$ cat src/rtl/fifo_pkg.sv
// rtl/fifo_pkg.sv - width and pointer helpers shared by the fifo_hs files
package fifo_pkg;

  // Pointer width; a 2-entry FIFO still needs one pointer bit
  function automatic int ptr_w(input int depth);
    int w;
    w = $clog2(depth);
    return (w < 1) ? 1 : w;
  endfunction

  // Occupancy width able to hold 0..depth inclusive
  function automatic int cnt_w(input int depth);
    return $clog2(depth + 1);
  endfunction

  // Wrap-aware increment: depth-1 goes back to 0 so non-power-of-2 depths work
  function automatic int unsigned ptr_inc(input int unsigned ptr, input int unsigned depth);
    return (ptr == depth - 1) ? 32'd0 : ptr + 32'd1;
  endfunction

endpackage

$ cat src/rtl/fifo_mem.sv
// rtl/fifo_mem.sv - DEPTH x DATAW storage, sync write, async read, no reset
module fifo_mem #(
  parameter int DATAW = 8,
  parameter int DEPTH = 4,
  parameter int AW    = 2
) (
  input  logic             clk_i,
  input  logic             wr_en_i,
  input  logic [AW-1:0]    wr_addr_i,
  input  logic [DATAW-1:0] wr_data_i,
  input  logic [AW-1:0]    rd_addr_i,
  output logic [DATAW-1:0] rd_data_o
);

  logic [DATAW-1:0] mem_q [DEPTH];

  // Write port; contents are never cleared, only pointers are
  always_ff @(posedge clk_i) begin
    if (wr_en_i) begin
      mem_q[wr_addr_i] <= wr_data_i;
    end
  end

  assign rd_data_o = mem_q[rd_addr_i];

endmodule

$ cat src/rtl/fifo_hs.sv
// rtl/fifo_hs.sv - valid/ready FIFO with occupancy, thresholds, flush and fall-through
module fifo_hs
  import fifo_pkg::*;
#(
  parameter int DATAW        = 8,
  parameter int DEPTH        = 4,
  parameter int AF_THRESH    = DEPTH - 1,
  parameter int AE_THRESH    = 1,
  parameter int FALL_THROUGH = 0
) (
  input  logic                      clk_i,
  input  logic                      rst_i,
  input  logic                      flush_i,
  input  logic                      in_valid_i,
  output logic                      in_ready_o,
  input  logic [DATAW-1:0]          in_data_i,
  output logic                      out_valid_o,
  input  logic                      out_ready_i,
  output logic [DATAW-1:0]          out_data_o,
  output logic [cnt_w(DEPTH)-1:0]   count_o,
  output logic                      full_o,
  output logic                      empty_o,
  output logic                      almost_full_o,
  output logic                      almost_empty_o
);

  localparam int PW = ptr_w(DEPTH);
  localparam int CW = cnt_w(DEPTH);
  localparam bit FT = (FALL_THROUGH != 0);

  if (DEPTH < 2) begin : g_bad_depth
    $fatal(1, "fifo_hs: DEPTH must be at least 2");
  end
  if (AF_THRESH > DEPTH) begin : g_bad_af
    $fatal(1, "fifo_hs: AF_THRESH must not exceed DEPTH");
  end
  if (AE_THRESH >= DEPTH) begin : g_bad_ae
    $fatal(1, "fifo_hs: AE_THRESH must be below DEPTH");
  end

  logic [PW-1:0]    wr_ptr_q, wr_ptr_d;
  logic [PW-1:0]    rd_ptr_q, rd_ptr_d;
  logic [CW-1:0]    count_q, count_d;
  logic [DATAW-1:0] rd_data;
  logic             full, empty;
  logic             push, pop, bypass;
  logic             wr_en, rd_adv;

  assign full   = (count_q == CW'(DEPTH));
  assign empty  = (count_q == '0);

  // A full FIFO refuses a push even if a pop happens in the same cycle
  assign in_ready_o  = !full;
  assign out_valid_o = !empty || (FT && in_valid_i);

  assign push   = in_valid_i && in_ready_o;
  assign pop    = out_valid_o && out_ready_i;
  // Empty fall-through with both sides ready: data never touches storage
  assign bypass = FT && empty && push && pop;
  assign wr_en  = push && !bypass && !flush_i;
  assign rd_adv = pop && !empty && !flush_i;

  assign out_data_o     = (FT && empty) ? in_data_i : rd_data;
  assign count_o        = count_q;
  assign full_o         = full;
  assign empty_o        = empty;
  assign almost_full_o  = (count_q >= CW'(AF_THRESH));
  assign almost_empty_o = (count_q <= CW'(AE_THRESH));

  // Next pointer/count; flush wins over any push or pop in the same cycle
  always_comb begin
    wr_ptr_d = wr_ptr_q;
    rd_ptr_d = rd_ptr_q;
    count_d  = count_q;
    if (flush_i) begin
      wr_ptr_d = '0;
      rd_ptr_d = '0;
      count_d  = '0;
    end else begin
      if (wr_en) begin
        wr_ptr_d = PW'(ptr_inc(32'(wr_ptr_q), DEPTH));
      end
      if (rd_adv) begin
        rd_ptr_d = PW'(ptr_inc(32'(rd_ptr_q), DEPTH));
      end
      count_d = count_q + CW'(wr_en) - CW'(rd_adv);
    end
  end

  // Pointer and occupancy registers
  always_ff @(posedge clk_i or posedge rst_i) begin
    if (rst_i) begin
      wr_ptr_q <= '0;
      rd_ptr_q <= '0;
      count_q  <= '0;
    end else begin
      wr_ptr_q <= wr_ptr_d;
      rd_ptr_q <= rd_ptr_d;
      count_q  <= count_d;
    end
  end

  fifo_mem #(
    .DATAW (DATAW),
    .DEPTH (DEPTH),
    .AW    (PW)
  ) u_mem (
    .clk_i     (clk_i),
    .wr_en_i   (wr_en),
    .wr_addr_i (wr_ptr_q),
    .wr_data_i (in_data_i),
    .rd_addr_i (rd_ptr_q),
    .rd_data_o (rd_data)
  );

`ifndef SYNTHESIS
  logic [CW-1:0] ptr_diff;

  // Occupancy implied by the pointers; equal pointers mean empty or full
  always_comb begin
    ptr_diff = '0;
    if (wr_ptr_q >= rd_ptr_q) begin
      ptr_diff = CW'(wr_ptr_q) - CW'(rd_ptr_q);
    end else begin
      ptr_diff = CW'(DEPTH) + CW'(wr_ptr_q) - CW'(rd_ptr_q);
    end
  end

  a_count_max: assert property (@(posedge clk_i) disable iff (rst_i)
    count_q <= CW'(DEPTH));
  a_no_push_full: assert property (@(posedge clk_i) disable iff (rst_i)
    !(push && full));
  a_no_pop_empty: assert property (@(posedge clk_i) disable iff (rst_i)
    !(pop && empty && !FT));
  a_count_ptrs: assert property (@(posedge clk_i) disable iff (rst_i)
    count_q == ((ptr_diff == '0 && full) ? CW'(DEPTH) : ptr_diff));

  logic [1:0]       trk_arm_q;
  logic [CW-1:0]    trk_ahead_q [2];
  logic [DATAW-1:0] trk_val_q   [2];

  // Two trackers follow stored values to the head; the second arms only behind the first
  always_ff @(posedge clk_i or posedge rst_i) begin
    if (rst_i) begin
      trk_arm_q <= '0;
    end else begin
      for (int k = 0; k < 2; k++) begin
        if (trk_arm_q[k]) begin
          if (flush_i) begin
            trk_arm_q[k] <= 1'b0;
          end else if (rd_adv) begin
            if (trk_ahead_q[k] == '0) begin
              trk_arm_q[k] <= 1'b0;
            end else begin
              trk_ahead_q[k] <= trk_ahead_q[k] - 1'b1;
            end
          end
        end else if (wr_en && (k == 0 || trk_arm_q[0])) begin
          trk_arm_q[k]   <= 1'b1;
          trk_val_q[k]   <= in_data_i;
          trk_ahead_q[k] <= count_q - CW'(rd_adv);
        end
      end
    end
  end

  for (genvar k = 0; k < 2; k++) begin : g_order
    a_order: assert property (@(posedge clk_i) disable iff (rst_i)
      (trk_arm_q[k] && trk_ahead_q[k] == '0 && rd_adv) |-> (out_data_o == trk_val_q[k]));
  end
`endif

endmodule

$ cat config.mk
export PLATFORM = sky130hd
export DESIGN_NAME = fifo_hs
export DESIGN_NICKNAME = d
export VERILOG_FILES = /design/src/rtl/fifo_pkg.sv /design/src/rtl/fifo_mem.sv /design/src/rtl/fifo_hs.sv
export SDC_FILE = /design/constraint.sdc
export NUM_CORES = 1
export LEC_CHECK = 0
export CAP_MARGIN = 20
export CORE_MARGIN = 8
export CORE_UTILIZATION = 50
export CTS_BUF_LIST = sky130_fd_sc_hd__clkbuf_8
export CTS_CLUSTER_SIZE = 10
export DETAILED_ROUTE_END_ITERATION = 7
export GPL_ROUTABILITY_DRIVEN = 1
export PLACE_DENSITY = 0.76
export SETUP_SLACK_MARGIN = 0.2
export SYNTH_ARGS = -nofsm -noshare
export SYNTH_HDL_FRONTEND = slang
export SYNTH_SLANG_ARGS = --single-unit
$ cat constraint.sdc
create_clock -name clk_i -period 2.5 [get_ports clk_i]
set_input_delay 0.5 -clock clk_i [delete_from_list [all_inputs] [get_ports clk_i]]
set_output_delay 0.5 -clock clk_i [all_outputs]
set_load 0.02 [all_outputs]
==> summary.txt <==
Outcome
  – Status: complete, no violations

Yosys
  – Top cells by area, synth: edfxtp_1 56%, mux4_2 11%, dfrtp_1 10%
  – Post-synth top area share: about 56%
  – Seq/Total Area, Yosys: between 60% and 70%
  – Unique masters post-synth: 28
  – Async SR Flop Fraction: between 10% and 20%
  – Top post-synthesis cells by count: 32 x edfxtp_1, 10 x ha_1, 9 x inv_1
  – Post-Syn Area: approximately 1700 sq um
  – Number of synthesized flops with an enable pin: 32
  – Synth area leader: edfxtp_1
  – Ys Warns: 0
  – Avg Cell Area, Syn: about 17 sq um
  – Number of synthesized register bits: 39
  – Most common cell in the synthesized netlist: edfxtp_1
  – Mapped Cells: between 100 and 150
  – Syn_nets: about 130
  – Primary FF master, synth: edfxtp_1

STA
  – Final Max Slew Viols: 0
  – Worst Max-Slew Pin Slew: 0.452 ns
  – Setup Viol. Count Final: 0
  – Slew headroom: 69.9%
  – RSZ-0062 raised after global routing: no
  – Post-layout min period: 2.22 ns
  – Fmax: between 400 and 500 MHz
  – Setup TNS: 0 ns
  – Part of the cycle the worst path needs: between 80 and 90%
  – Clock skew: about 0.0045 ns
  – Fin. Hold Viols: 0

Die
  – Row cnt: 21
  – Die area: approximately 5500 sq um
  – Die Ht: 74.4 um
  – Initial Utilization: 51.6%
  – IO Pins: 30
  – Core area: 3310 sq um
  – Die W: 74.4 um

Routing
  – Pre-antenna DRT Iters: 4
  – Routed Antenna Nets: 0
  – Routed len/inst: 17.4 um
  – Vias/cell: between 5 and 6
  – Via count: 1002
  – Drt total wl: ~3300 um
  – Number of remaining DRC errors: 0
  – Initial detailed-routing violation count: 43

CTS
  – Skew-Pair Late Insertion Delay: 0.28 ns
  – H-tree depth: 2
  – Clock sink total: 39
  – Num CTS Buffers: 5
  – Worst-path clk slew: 0.08 ns
  – CTS tree: done
  – CTS Root Cell: clkbuf_8
  – Longest Clk Path Bufs: 2

Critical path
  – Reg2reg path depth: 10
  – Crit path DAT: between 2 and 2.5 ns
  – R2R Setup Slk: ~0.28 ns
  – RR Endpoint: count_o[1]$_DFF_PP0_
  – RR Startpoint: count_o[2]$_DFF_PP0_
  – Critical path fanouts, max: 5
  – CP Launch Type: flip-flop
  – Critical Path RT: about 2.7 ns
  – Crit path kind: reg -> reg
  – Crit. End Element: flip-flop

Global route
  – First-pass GRT wire length: around 4700 um
  – Number of global-route vias before repair: roughly 1000
  – Largest net degree at the start of global routing: 14
  – Grt ovf: 0
  – Total GRT Usage: between 10 and 15%
  – Initial antenna violation count: 0

Placement
  – Buffers added on ports: 29
  – Placed insts: approximately 180
  – HPWL after DPL: 2230 um
  – Placer Congestion: about 0.7

Final layout
  – Non-Filler Instances: approximately 190
  – Ratio of cells with drive above 1 in the final layout: 26.9%
  – Final #Nets: approximately 170
  – Antenna cells: 0
  – Area grow syn2layout: 32.7%

Power
  – Worst vdd ir: between 0.4 and 0.5 mV
  – Pwr Density: roughly 940 nW/um^2
  – Pwr Total: 2.13 mW
  – Leakage: 0.871 nW

Run
  – Max Cap Viol: 0

Hold path
  – Hold crit path type: in -> async
==> power by group <==
group	switching, mW	leakage [nW]	internal (mW)
Combinational	0.417	0.433	0.394
Clock	0.217	0.0581	0.297
Sequential	0.0460	0.380	0.761
Total	0.681	0.871	1.45
==> kinds of logic after synthesis <==
| kind of cell | Yosys count | synth area share (%) |
|---|---|---|
| AOI/OAI and AO/OA | 8 | 3.52 |
| xor gates and xnor gates | 1 | 0.513 |
| adders and majority gates | 11 | 8.50 |
| buffers and inverters | 14 | 3.59 |
| DFF | 39 | 66.5 |
| muxes | 9 | 11.1 |
| and+or+nand+nor | 19 | 6.23 |
==> critical path: stages, from the launching register on <==
cell and delay [ns]:
dfrtp_2 0.45, or3b_4 0.31, inv_8 0.04, nor3b_4 0.17
inv_1 0.06, ha_1 0.28, inv_1 0.06, ha_1 0.13
inv_1 0.05, fa_2 0.51, nor2_1 0.04
==> placed cells by master, fill, tap and decap left out, types with 2 or more instances in the layout <==
cell type,netlist,routed
a21o_1,2,2
and2_1,4,4
nand3_1,2,2
edfxtp_1,32,32
dfrtp_1,7,4
clkdlybuf4s50_1,0,15
dfrtp_2,0,3
clkbuf_8,0,5
dlygate4sd2_1,0,14
a21oi_2,2,2
buf_4,0,10
inv_1,9,9
mux4_2,8,8
nand2_1,3,3
ha_1,10,10
nor2_1,5,5
==> how the worst max path moves through the flow <==
stage	start	end	slack, ns	cells after the start
3_3_place_gp	flush_i	count_o[1]$_DFF_PP0_	0.12	9
3_5_place_dp	flush_i	count_o[1]$_DFF_PP0_	0.02	9
2_1_floorplan	count_o[0]$_DFF_PP0_	count_o[1]$_DFF_PP0_	0.20	11
5_1_grt	count_o[2]$_DFF_PP0_	count_o[2]$_DFF_PP0_	0.20	11
4_1_cts	count_o[0]$_DFF_PP0_	count_o[1]$_DFF_PP0_	0.25	10
6_report	count_o[2]$_DFF_PP0_	count_o[1]$_DFF_PP0_	0.28	10
==> sequential cells by signal (all words and copies together) (netlist names) <==
signal and cells:
wr_ptr_q 2, rd_ptr_q 2, u_mem.mem_q 32, count_o 3
==> through the flow <==
stage	hold WS [ns]	utilization [%]	instance area [sq um]	worst slack, ns
floorplan	0.303	-	1730	0.202
global placement	0.597	63.1	2090	0.117
detailed placement	0.616	63.1	2090	0.0191
CTS	0.441	66.2	2190	0.250
global route	0.482	68.4	2270	0.197
finish	0.448	68.4	2270	0.281
==> layout make-up <==
type,instances,area [sq um]
fill,239,1040
clock inverter,3,43.8
timing repair buffer,40,368
clock buffer,5,68.8
inverter,10,45.0
multi-input combinational,48,543
sequential,39,1140
tap,46,57.6
==> routing by layer <==
metal	track usage, %	routed length [um]	share of wire (%)
met1	12.8	1300	39
met4	5.22	34	1.0
met2	19.7	1830	55
met3	3.64	157	4.7
met5	0	0	0
==> what timing repair did <==
| action | in CTS | in global routing |
|---|---|---|
| setup buffers | 0 | 6 |
| resized for setup | 16 | 3 |
| hold buffers | 0 | 0 |
| endpoints found under the hold margin | 0 | 0 |
| pin swaps | 0 | 1 |
| setup endpoints to repair | 16 | 2 |
No activity file was read; power rests on OpenSTA's default activity.
